## src/rtl/jk_cmd_if.sv

```systemverilog
// Command channel into the JK drive sequencer.
// A valid/ready handshake carrying a 2-bit opcode and a repeat count.
// The producer (master) offers commands; the sequencer (slave) accepts them.
interface jk_cmd_if #(
    parameter int REP_W = 4
);
    logic             cmd_valid;
    logic [1:0]       cmd_op;
    logic [REP_W-1:0] cmd_rep;
    logic             cmd_ready;

    modport master (
        output cmd_valid,
        output cmd_op,
        output cmd_rep,
        input  cmd_ready
    );

    modport slave (
        input  cmd_valid,
        input  cmd_op,
        input  cmd_rep,
        output cmd_ready
    );
endinterface

```

## src/rtl/jk_drive_sequencer.sv

```systemverilog
// JK drive sequencer.
// Buffers opcode commands in a small FIFO and replays each one on registered
// j/k outputs for cmd_rep+1 cycles. Consecutive commands follow each other
// with no idle cycle between them.
// Optional feature macro: JK_SEQ_CHECK_EN. When defined, a model of the
// downstream JK flop is built and any divergence from the fed-back q sets a
// sticky mismatch flag. When undefined, q_fb is ignored and q_exp/mismatch
// are tied low.
module jk_drive_sequencer #(
    parameter int DEPTH = 4,
    parameter int REP_W = 4
) (
    input  logic                     clk,
    input  logic                     rst,
    jk_cmd_if.slave                  cmd,
    output logic                     j,
    output logic                     k,
    output logic                     busy,
    output logic [$clog2(DEPTH):0]   fifo_cnt,
    input  logic                     q_fb,
    output logic                     q_exp,
    output logic                     mismatch
);

    localparam int PTR_W  = $clog2(DEPTH);
    localparam int CNT_W  = PTR_W + 1;
    localparam int DATA_W = REP_W + 2;

    localparam logic [0:0] ST_IDLE  = 1'b0;
    localparam logic [0:0] ST_ISSUE = 1'b1;

    localparam logic [CNT_W-1:0] CNT_FULL = CNT_W'(DEPTH);
    localparam logic [CNT_W-1:0] CNT_ZERO = {CNT_W{1'b0}};
    localparam logic [CNT_W-1:0] CNT_ONE  = CNT_W'(1);
    localparam logic [PTR_W-1:0] PTR_ONE  = PTR_W'(1);
    localparam logic [REP_W-1:0] REP_ZERO = {REP_W{1'b0}};
    localparam logic [REP_W-1:0] REP_ONE  = REP_W'(1);

    // Map an opcode onto the {j,k} pair driven towards the flop.
    function automatic logic [1:0] op_to_jk(input logic [1:0] op);
        logic [1:0] jk;
        case (op)
            2'b00:   jk = 2'b00;   // HOLD
            2'b01:   jk = 2'b01;   // RESET: j=0, k=1
            2'b10:   jk = 2'b10;   // SET:   j=1, k=0
            2'b11:   jk = 2'b11;   // TOGGLE
            default: jk = 2'b00;
        endcase
        return jk;
    endfunction

    // Next state of a JK flop given its present state and inputs.
    function automatic logic jk_next(input logic q, input logic jin, input logic kin);
        logic qn;
        case ({jin, kin})
            2'b00:   qn = q;
            2'b01:   qn = 1'b0;
            2'b10:   qn = 1'b1;
            2'b11:   qn = ~q;
            default: qn = q;
        endcase
        return qn;
    endfunction

    // FIFO storage and bookkeeping
    logic [DATA_W-1:0] mem_r [DEPTH];
    logic [PTR_W-1:0]  wr_ptr_r;
    logic [PTR_W-1:0]  rd_ptr_r;
    logic [CNT_W-1:0]  cnt_r;
    logic [CNT_W-1:0]  cnt_nxt_s;
    logic              ready_r;
    logic              busy_r;

    // Sequencer state
    logic [0:0]        state_r;
    logic [0:0]        state_nxt_s;
    logic [REP_W-1:0]  rep_cnt_r;
    logic              j_r;
    logic              k_r;

    // Handshake / pop decisions
    logic              push_s;
    logic              pop_s;
    logic              fifo_empty_s;
    logic [DATA_W-1:0] head_s;
    logic [1:0]        head_op_s;
    logic [REP_W-1:0]  head_rep_s;

    assign push_s       = cmd.cmd_valid & ready_r;
    assign fifo_empty_s = (cnt_r == CNT_ZERO);
    assign head_s       = mem_r[rd_ptr_r];
    assign head_op_s    = head_s[DATA_W-1:REP_W];
    assign head_rep_s   = head_s[REP_W-1:0];

    // Decide whether the head entry is consumed this cycle and where the FSM goes.
    always_comb begin
        pop_s       = 1'b0;
        state_nxt_s = state_r;
        case (state_r)
            ST_IDLE: begin
                if (!fifo_empty_s) begin
                    pop_s       = 1'b1;
                    state_nxt_s = ST_ISSUE;
                end else begin
                    pop_s       = 1'b0;
                    state_nxt_s = ST_IDLE;
                end
            end
            ST_ISSUE: begin
                if (rep_cnt_r != REP_ZERO) begin
                    pop_s       = 1'b0;
                    state_nxt_s = ST_ISSUE;
                end else if (!fifo_empty_s) begin
                    pop_s       = 1'b1;
                    state_nxt_s = ST_ISSUE;
                end else begin
                    pop_s       = 1'b0;
                    state_nxt_s = ST_IDLE;
                end
            end
            default: begin
                pop_s       = 1'b0;
                state_nxt_s = ST_IDLE;
            end
        endcase
    end

    // Occupancy after this edge; push and pop together leave it unchanged.
    always_comb begin
        cnt_nxt_s = cnt_r;
        case ({push_s, pop_s})
            2'b10:   cnt_nxt_s = cnt_r + CNT_ONE;
            2'b01:   cnt_nxt_s = cnt_r - CNT_ONE;
            2'b11:   cnt_nxt_s = cnt_r;
            2'b00:   cnt_nxt_s = cnt_r;
            default: cnt_nxt_s = cnt_r;
        endcase
    end

    // FIFO payload write; contents need no reset because occupancy gates reads.
    always_ff @(posedge clk) begin
        if (push_s) begin
            mem_r[wr_ptr_r] <= {cmd.cmd_op, cmd.cmd_rep};
        end
    end

    // FIFO pointers, occupancy, and the registered ready/busy flags derived from it.
    always_ff @(posedge clk) begin
        if (rst) begin
            wr_ptr_r <= {PTR_W{1'b0}};
            rd_ptr_r <= {PTR_W{1'b0}};
            cnt_r    <= CNT_ZERO;
            ready_r  <= 1'b1;
            busy_r   <= 1'b0;
        end else begin
            if (push_s) begin
                wr_ptr_r <= wr_ptr_r + PTR_ONE;
            end
            if (pop_s) begin
                rd_ptr_r <= rd_ptr_r + PTR_ONE;
            end
            cnt_r   <= cnt_nxt_s;
            ready_r <= (cnt_nxt_s != CNT_FULL);
            busy_r  <= (state_nxt_s == ST_ISSUE) || (cnt_nxt_s != CNT_ZERO);
        end
    end

    // Replay engine: load j/k on pop, hold them while the repeat count runs down,
    // and return to 00 when no further command is waiting.
    always_ff @(posedge clk) begin
        if (rst) begin
            state_r   <= ST_IDLE;
            rep_cnt_r <= REP_ZERO;
            j_r       <= 1'b0;
            k_r       <= 1'b0;
        end else begin
            state_r <= state_nxt_s;
            if (pop_s) begin
                {j_r, k_r} <= op_to_jk(head_op_s);
                rep_cnt_r  <= head_rep_s;
            end else if ((state_r == ST_ISSUE) && (rep_cnt_r != REP_ZERO)) begin
                rep_cnt_r <= rep_cnt_r - REP_ONE;
            end else begin
                j_r       <= 1'b0;
                k_r       <= 1'b0;
                rep_cnt_r <= REP_ZERO;
            end
        end
    end

`ifdef JK_SEQ_CHECK_EN
    logic q_exp_r;
    logic mismatch_r;

    // Shadow the downstream flop and latch any disagreement until reset.
    always_ff @(posedge clk) begin
        if (rst) begin
            q_exp_r    <= 1'b0;
            mismatch_r <= 1'b0;
        end else begin
            q_exp_r <= jk_next(q_exp_r, j_r, k_r);
            if (q_fb != q_exp_r) begin
                mismatch_r <= 1'b1;
            end else begin
                mismatch_r <= mismatch_r;
            end
        end
    end

    assign q_exp    = q_exp_r;
    assign mismatch = mismatch_r;
`else
    logic unused_q_fb_s;

    assign unused_q_fb_s = q_fb;
    assign q_exp         = 1'b0;
    assign mismatch      = 1'b0;
`endif

    assign cmd.cmd_ready = ready_r;
    assign j             = j_r;
    assign k             = k_r;
    assign busy          = busy_r;
    assign fifo_cnt      = cnt_r;

endmodule

```

## src/flat_wrapper.sv

```systemverilog
// flat-port wrapper written by rule: the top's interface ports become plain ports
module jk_drive_sequencer_flat 
#(
    parameter int DEPTH = 4,
    parameter int REP_W = 4
)
  (clk, rst, j, k, busy, fifo_cnt, q_fb, q_exp, mismatch, cmd_cmd_valid, cmd_cmd_op, cmd_cmd_rep, cmd_cmd_ready);
  jk_cmd_if #(.REP_W(REP_W)) cmd_i ();
  input  logic clk;
  input  logic rst;
  output logic j;
  output logic k;
  output logic busy;
  output logic [$clog2(DEPTH):0] fifo_cnt;
  input  logic q_fb;
  output logic q_exp;
  output logic mismatch;
  input wire logic [$bits(cmd_i.cmd_valid)-1:0] cmd_cmd_valid;
  input wire logic [$bits(cmd_i.cmd_op)-1:0] cmd_cmd_op;
  input wire logic [$bits(cmd_i.cmd_rep)-1:0] cmd_cmd_rep;
  output wire logic [$bits(cmd_i.cmd_ready)-1:0] cmd_cmd_ready;
  assign cmd_i.cmd_valid = cmd_cmd_valid;
  assign cmd_i.cmd_op = cmd_cmd_op;
  assign cmd_i.cmd_rep = cmd_cmd_rep;
  assign cmd_cmd_ready = cmd_i.cmd_ready;
  jk_drive_sequencer #(.DEPTH(DEPTH), .REP_W(REP_W)) u_core (.clk(clk), .rst(rst), .cmd(cmd_i), .j(j), .k(k), .busy(busy), .fifo_cnt(fifo_cnt), .q_fb(q_fb), .q_exp(q_exp), .mismatch(mismatch));
endmodule
```

## config.mk

```make
export PLATFORM = sky130hd
export DESIGN_NAME = jk_drive_sequencer_flat
export DESIGN_NICKNAME = d
export VERILOG_FILES = /design/src/rtl/jk_cmd_if.sv /design/src/rtl/jk_drive_sequencer.sv /design/src/flat_wrapper.sv
export SDC_FILE = /design/constraint.sdc
export NUM_CORES = 1
export LEC_CHECK = 0
export CORE_UTILIZATION = 50
export CTS_CLUSTER_DIAMETER = 150
export CTS_CLUSTER_SIZE = 8
export DETAILED_ROUTE_END_ITERATION = 12
export GPL_TIMING_DRIVEN = 0
export PLACE_DENSITY = 0.75
export SKIP_LAST_GASP = 1
export SLEW_MARGIN = 20
export SYNTH_ARGS = -nofsm -noshare
export SYNTH_HDL_FRONTEND = slang
export SYNTH_SLANG_ARGS = --single-unit
```

## constraint.sdc

```tcl
create_clock -name clk -period 6.4 [get_ports clk]
set_input_delay 1.28 -clock clk [delete_from_list [all_inputs] [get_ports clk]]
set_output_delay 1.28 -clock clk [all_outputs]
set_load 0.02 [all_outputs]
```

==> results_dict.tcl <==
set metrics [dict create \
    status "completed" \
    viasPerCell 5.17 \
    drive_above_1_share_pct 18.1 \
    antenna_found_initial 0 \
    io_pins 19 \
    worst-path-max-fanout 6 \
    ys.flop_type "edfxtp_1" \
    ir_worst_vdd_v 0.000195 \
    final_common_cell "edfxtp_1" \
    seq_area_frac_synth_pct 61.8 \
    grt.total_usage_pct 16.6 \
    min_path_type "reg2reg" \
    wire_per_inst_um 14.0 \
    ys_ff_latch 42 \
    synth_mux_area_share_pct 9.66 \
    gp_congestion 0.709 \
    cts_resized 0 \
    synthCells 120 \
    skew_ps 17.8 \
    die_height_um 61.1 \
    p_per_area_nw_per_um2 401 \
    max_freq_mhz 314 \
    num_antenna_cells 0 \
    async_flop_share_pct 0 \
    totalWireLength_um 2660 \
    p_leak_nw 0.741 \
    crit_type "in2reg" \
    maxSlewViolCount 0 \
    syn_area_per_cell_sq_um 14.6 \
    cts_setup_buffers 0 \
    grt_max_degree 14 \
    yosys_warnings 0 \
    drcViolationCount 0 \
    synth_xor_area_share_pct 2.51 \
    ant_nets 0 \
    cts_made_buffers 5 \
    drtIter0Drc 40 \
    fin_tns_setup_ps 0 \
    insertion_delay_ps 350 \
    dpl_cell_area_sq_um 1960 \
    start_kind "primary input" \
    cap_viol_max_count 0 \
    grt_pass1_vias 906 \
    cts.sinks 42 \
    synth_compound_area_share_pct 7.95 \
    dieWidth_um 61.1 \
    syn2layout_area_growth_pct 16.6 \
    period_needed_ps 3180 \
    place_hpwl_um 1930 \
    vias 982 \
    clk_pin_slew_ps 130 \
    final_hold_viol_count 0 \
    row_count 21 \
    synth_top_area_cell "edfxtp_1" \
    h-tree-depth 2 \
    cp.required_ps 6630 \
    io_buffer_count 15 \
    arrival_ps 3410 \
    fin_area_sq_um 2040 \
    nets 161 \
    synthSimpleGateAreaFrac_pct 7.52 \
    final_cell_mix "24 x edfxtp_1, 18 x dfxtp_1, 15 x clkdlybuf4s50_1, 9 x inv_1, 8 x nor2_1" \
    finalPower_w 0.000817 \
    setup_violations 0 \
    final_core_util_pct 61.1 \
    grt_overflow_total 0 \
    yosys.area.top_type_share_pct 41.2 \
    grt_pass1_wl_um 4170 \
    layout_setup_ws_ps 3220 \
    die-area_sq_um 3740 \
    initial_core_util_pct 52.4 \
    preCtsSetupSlack_ps 2860 \
    firstDrtPassIters 4 \
    cts-root-buf "clkbuf_4" \
    synth_area_leaders "edfxtp_1 41%, dfxtp_1 21%, mux4_2 7.7%, ha_1 5.0%, a32o_1 2.3%" \
    clk_path_buf_depth 2 \
    hold_buffers 0 \
    synth_cell_types 36 \
    core_sq_um 3340 \
    rsz0062_at_grt "false" \
    post-route-period-util_pct 49.7 \
    synth_top_family_by_area "multiplexers" \
    netlist_area_sq_um 1750 \
    cts_tree "built" \
    synth-adder-area-share_pct 6.16 \
    synth-edff-count 24 \
    endpoint_kind "flop" \
]
-- synthesized netlist by cell type (all sizes together), types with 4 or more instances --
cell type	number
edfxtp	24
dfxtp	18
inv	9
nor2	8
ha	7
mux4	6
a21oi	5
a32o	5
and3	4
xor2	4
-- kinds of logic (layout without fill, tap and decap cells) --
kind of cell               count (synthesis)  in the layout
xor gates and xnor gates                   5              5
AOI/OAI and AO/OA                         16             16
other                                      1              2
DFF                                       42             42
and+or+nand+nor                           24             24
adders and majority gates                  8              8
muxes                                      9              9
buffers and inverters                     15             38
-- path summary, 6_finish.rpt --
kind                            cells after the start                start  slack, ps                    to
worst max register to register                     10  u_core.rep_cnt_r[0]       3580  u_core.cmd.cmd_ready
worst min-delay path                                1             u_core.k        510              u_core.k
worst min register to register                      1             u_core.k        510              u_core.k
worst max-delay path                                8        cmd_cmd_valid       3220  u_core.cmd.cmd_ready
-- sequential cells by signal, indices dropped and copies added, names as in the netlist, named ones only --
register / flops
u_core.busy: 1
u_core.wr_ptr_r: 2
u_core.j: 1
u_core.k: 1
u_core.cmd.cmd_ready: 1
u_core.state_r: 1
u_core.rep_cnt_r: 4
u_core.mem_r: 24
u_core.fifo_cnt: 3
u_core.rd_ptr_r: 2
-- routing by layer --
layer | up-vias | global-route usage [%] | wire length, um
li1 | 485 | - | -
met1 | 468 | 19.4 | 1160
met2 | 24 | 27.2 | 1340
met3 | 5 | 7.56 | 123
met4 | 0 | 5.84 | 42
met5 | - | 0 | 0
-- stage by stage --
step / hold slack, ps / cells
floorplan: 469 / 121
global placement: 480 / 182
detailed placement: 491 / 182
CTS: 518 / 190
global route: 527 / 190
finish: 513 / 190
-- critical path, cell delays in order --
cell             delay (ps)
clkdlybuf4s50_1         480
nand2_1                 170
ha_1                    200
inv_1                    60
fa_1                    370
xor2_1                  160
or3_1                   330
a221o_1                 370
-- final cells by class --
type / instances / area (sq um)
Fill cell: 277 / 1300
Sequential cell: 42 / 1080
Multi-Input combinational cell: 64 / 598
Timing Repair Buffer: 15 / 150
Tap cell: 46 / 57.6
Clock buffer: 6 / 41.3
Buffer: 6 / 38.8
Clock inverter: 2 / 37.5
Inverter: 9 / 33.8
-- report_power, final --
part,internal [W],switching (W),total [W]
combinational,0.000137,0.000142,0.000279
sequential,0.000339,0.0000338,0.000372
clock,0.0000825,0.0000829,0.000165
total,0.000558,0.000258,0.000817
Power figures use the tool's default switching activity.
==> RTL edit 1, RTL diff (config.mk and constraints unchanged) <==
The option `JK_SEQ_CHECK_EN` is turned on by a define.
--- a/src/rtl/jk_drive_sequencer.sv
+++ b/src/rtl/jk_drive_sequencer.sv
@@ -6,6 +6,8 @@
 // downstream JK flop is built and any divergence from the fed-back q sets a
 // sticky mismatch flag. When undefined, q_fb is ignored and q_exp/mismatch
 // are tied low.
+`define JK_SEQ_CHECK_EN
+
 module jk_drive_sequencer #(
     parameter int DEPTH = 4,
     parameter int REP_W = 4
Check against the original RTL: not equivalent (Yosys sat finds a counterexample within 4 cycles, from zero or initial values and one cycle with rst high).
==> RTL edit 1 against the unedited design <==
- final area grew 4.1%
- largest power group unchanged
- worst setup slack lost 5.2 ps
- largest cell class unchanged
- combinational power up 6%
- area after synthesis up 3.1%
- highest routed layer unchanged
- power up 6.2%
- register-to-register slack lost 30 ps
- wire length up 8.0%
- sequential cell count increased by 2
==> RTL edit 1: results (changes against the unedited design) <==
- Status: completed
- Top cells by count, synth: 24 x edfxtp_1, 20 x dfxtp_1, 11 x nor2_1, 9 x inv_1, 7 x ha_1
- Root buf cell: clkbuf_4
- Multi-input gates: 67 (+4.7%)
- Maximum vdd ir drop: 233 uV (+19%)
- WL met1: 1260 um (+9.0%)
- Diode count: 0 (unchanged)
- Most common flop cell mapped by yosys: edfxtp_1
- Yosys cell types: 34 (-5.6%)
- Layout net count: 167 (+3.7%)
- Area contributors post-synth: edfxtp_1 40%, dfxtp_1 22%, mux4_2 7.5%
- Async set-reset flop share out of synthesis: 0 (unchanged)
- Slew margin rel.: 0.677
- Setup bufs post-CTS: 0 (unchanged)
- Share of layout cells above drive strength 1: 0.167 (-0.0139)
- Fraction of area in multi-input gates: 0.292 (-0.00140)
- Reg area: 1120 um2 (+3.7%)
- CTS Buf Count: 5 (unchanged)
- Sequential cells: 44 (+4.8%)
- Vias: 1050 (+6.9%)
- Met1 global-route usage: 0.209 (+0.0147)
- Clock Latency Late Sink: 350 ps (about the same)
- Initial antenna violation count: 0 (unchanged)
- Max reg flops: 24 (unchanged)
- Post-synthesis sequential area ratio: 0.622 (+0.00375)
- First-pass GRT wire length: 4610 um (+11%)
- Largest net degree at the start of global routing: 15 (+1)
- Drt pass-1 iters: 4 (unchanged)
- Worst-path fanout max: 6 (unchanged)
- Synthesis Warnings: 0 (unchanged)
- DP HPWL: 2060 um (+6.3%)
- Worst Skew: 11.8 ps (-6.06 ps)
- Post-CTS resize count: 0 (unchanged)
- Last weighted congestion value of the routability-driven placer: 0.726 (+2.4%)
- Vias in the first global route: 1022 (+13%)
- Final clock-cell share: 0.0431 (+0.00439)
- DR iter-0 viols: 39 (-2.5%)
- WL met3: 106 um (-14%)
- WP data arrival: 3420 ps (about the same)
- DP Worst Slack: 2860 ps (+4.12 ps)
- Syn_nets: roughly 140
- Port buffer count: 17 (+2)
- Hold WC Path Type: reg2reg
- WL per Instance: 14.7 um (+4.7%)
- Non-clock buffers: 22 (+4.8%)
- Met2 wire length: 1470 um (+9.5%)
- Clock buffer count: 8 (+2)
- H-tree depth: 2 (unchanged)
- Largest Register: u_core.mem_r
- Max-slew violations: 0 (unchanged)
- DR top layer: met4
- Non-clock buffer share: 0.0932 (+0.000520)
- Fill cell count: 246 (-11%)
- Met3 usage: 0.0497 (-0.0259)
- Pleak: 0.776 nW (+4.7%)
- Met2 Use GR: 0.295 (+0.0231)
- Post-synth EDFFs: 24 (unchanged)
- GRT Total Usage: 0.175 (+0.00853)
## RTL edit 1: cell count changes in the layout (fill, tap and decap cells not counted), moves of 2 or more
cell and change:
nor2_1 +3, dfxtp_1 +2, conb_1 -2, clkdlybuf4s50_1 +2
clkbuf_16 +2, buf_4 -2
## RTL edit 1: power by group
group	switching [mW]	internal [mW]	total, mW
registers	0.0395	0.354	0.394
clock network	0.0852	0.0907	0.176
logic	0.151	0.146	0.297
## RTL edit 1: metrics by stage
stage / std cells / area [um2]
2_1_floorplan: 125 / 1800
3_3_place_gp: 188 / 2030
3_5_place_dp: 188 / 2030
4_1_cts: 196 / 2120
5_1_grt: 196 / 2120
6_report: 196 / 2120
## RTL edit 1: logic make-up after synthesis
| group | after synthesis | synth area share |
|---|---|---|
| AO/OA/AOI/OAI | 17 | 0.0819 |
| XOR/XNOR | 6 | 0.0292 |
| adder cells (fa/ha/maj) | 8 | 0.0597 |
| buffers and inverters | 14 | 0.0340 |
| flip-flops | 44 | 0.622 |
| multiplexers | 9 | 0.0937 |
| AND/OR/NAND/NOR | 27 | 0.0792 |
## RTL edit 1: final timing paths
path | slack, ps | start | depth (start not counted) | to
setup / recovery | 3210 | cmd_cmd_valid | 8 | u_core.cmd.cmd_ready
setup reg to reg | 3550 | u_core.rep_cnt_r[0] | 10 | u_core.cmd.cmd_ready
hold reg to reg | 480 | u_core.mismatch | 2 | u_core.mismatch
hold / removal | 480 | u_core.mismatch | 2 | u_core.mismatch
## RTL edit 1: critical path: stages
cell and delay [ps]:
clkdlybuf4s50_1 480, nand2_1 160, ha_1 200, inv_1 60
fa_1 380, xor2_1 160, or3_1 350, a221o_1 340
==> RTL edit 2, RTL diff (config.mk and constraints unchanged) <==
Without the edit above. Put one more register stage on the output `fifo_cnt`. The value now appears one clock later. The other outputs are not delayed to match.
--- a/src/rtl/jk_drive_sequencer.sv
+++ b/src/rtl/jk_drive_sequencer.sv
@@ -221,7 +221,9 @@
     assign j             = j_r;
     assign k             = k_r;
     assign busy          = busy_r;
-    assign fifo_cnt      = cnt_r;
+    always_ff @(posedge clk) begin
+        fifo_cnt <= cnt_r;
+    end
 
 endmodule
 
Behaviour: not the same (Yosys sat finds a counterexample within 4 cycles, from zero or initial values and one cycle with rst high).
==> RTL edit 2 against the unedited design <==
- count of clock-buffer cells in the layout rose by 2
- highest routed layer unchanged
- final area rose by 2.1%
- power rose by 14%
- via count rose by 1.8%
- final cell count rose by 1.1%
- area after synthesis rose by 3.6%
- clock power fell by 18%
- global-route usage fell by 0.42 points
- wire length rose by 6.5%
- critical endpoint unchanged
- sequential cell count rose by 3
- worst setup slack improved by 43 ps
- register-to-register slack improved by 20 ps
==> RTL edit 2: results (changes against the unedited design) <==
- Vias per cell: 5.21 (+0.77%)
- Setup slack, reg-to-reg: 3600 ps (+20 ps)
- Synthesis Warnings: 0 (unchanged)
- Max clock buf depth: 2 (unchanged)
- FF-to-FF End: u_core.cmd.cmd_ready
- Grt total ovfl: 0 (unchanged)
- Layout net count: 163 (+1.2%)
- Placed cells: 184 (+1.1%)
- Drt pass-1 iters: 4 (unchanged)
- Async set-reset flop share out of synthesis: 0 (unchanged)
- Pleak: 0.775 nW (+4.5%)
- GRT Total Usage: 0.162 (-0.00423)
- Internal power: 0.616 mW (+10%)
- Fin cells: 192 (+1.1%)
- Last weighted congestion value of the routability-driven placer: 0.711 (+0.34%)
- Status: completed
- Share of layout cells above drive strength 1: 0.178 (-0.00247)
- Maximum vdd ir drop: 184 uV (-5.9%)
- Worst Skew: 7.91 ps (-9.92 ps)
- First-pass GRT wire length: 4640 um (+11%)
- Syn_area_per_cell: 14.8 um2 (+1.9%)
- Area contributors post-synth: edfxtp_1 40%, dfxtp_1 23%, mux4_2 7.5%
- Vias in the first global route: 1013 (+12%)
- Top cells by count, synth: 24 x edfxtp_1, 21 x dfxtp_1, 9 x inv_1, 7 x ha_1, 7 x nor2_1
- DR iter-0 viols: 29 (-28%)
- WP data arrival: 3380 ps (-30 ps)
- Final wirelength: 2840 um (+6.5%)
- Post-synthesis sequential area ratio: 0.630 (+0.0118)
- Worst reg2reg path depth: 10 (unchanged)
- DP HPWL: 2060 um (+6.5%)
RTL edit 2: cell families after synthesis:
group,synth area share
flops,0.630
compound gates,0.0739
mux,0.0988
fa+ha+maj,0.0594
other cells,0.00207
simple gates,0.0733
xor+xnor,0.0242
buf+inv,0.0380
RTL edit 2: how the worst min path moves through the flow:
stage | from | endpoint | slack (ps) | cells past startpoint
final | u_core.cnt_r[1] | u_core.fifo_cnt[1] | 410 | 0
after global routing | u_core.cnt_r[1] | u_core.fifo_cnt[1] | 420 | 0
after CTS | u_core.cnt_r[1] | u_core.fifo_cnt[1] | 410 | 0
after detailed placement | u_core.cnt_r[1] | u_core.fifo_cnt[1] | 390 | 0
after global placement | u_core.cnt_r[1] | u_core.fifo_cnt[1] | 390 | 0
after floorplan | u_core.cnt_r[1] | u_core.fifo_cnt[1] | 370 | 0
RTL edit 2: metrics by stage:
step,worst slack (ps),hold WS (ps),area (um2),power [mW],util
3_5_place_dp,2920,391,2020,0.803,0.597
4_1_cts,3280,408,2080,0.939,0.614
3_3_place_gp,2990,386,2020,0.780,0.597
6_report,3260,412,2080,0.931,0.614
2_1_floorplan,3570,375,1810,0.700,-
5_1_grt,3210,425,2080,0.990,0.614
RTL edit 2: final cells by class:
class | instances | area (um2)
Inverter | 9 | 33.8
Multi-Input combinational cell | 64 | 604
Timing Repair Buffer | 15 | 150
Sequential cell | 45 | 1140
Buffer | 5 | 35.0
Fill cell | 261 | 1310
Clock buffer | 8 | 58.8
Tap cell | 46 | 57.6
RTL edit 2: power groups by stage:
stage / clock network [mW] / registers, mW / logic [mW]
3_3_place_gp: 0 / 0.422 / 0.358
4_1_cts: 0.140 / 0.419 / 0.380
5_1_grt: 0.148 / 0.428 / 0.414
6_report: 0.135 / 0.419 / 0.377
3_5_place_dp: 0 / 0.426 / 0.377
2_1_floorplan: 0 / 0.434 / 0.265
RTL edit 2: routing by layer:
| layer | track usage | part of all wire |
|---|---|---|
| met2 | 0.279 | 0.51 |
| met4 | 0.0698 | 0.020 |
| met3 | 0.0441 | 0.035 |
| met1 | 0.190 | 0.44 |
| met5 | 0 | 0 |
RTL edit 2: worst max-delay path: cells and delay by family:
kind	cells	cell delay [ps]
buffers and inverters	2	550
xor gates and xnor gates	1	150
AOI/OAI and AO/OA	1	300
and+or+nand+nor	2	500
adders and majority gates	2	590
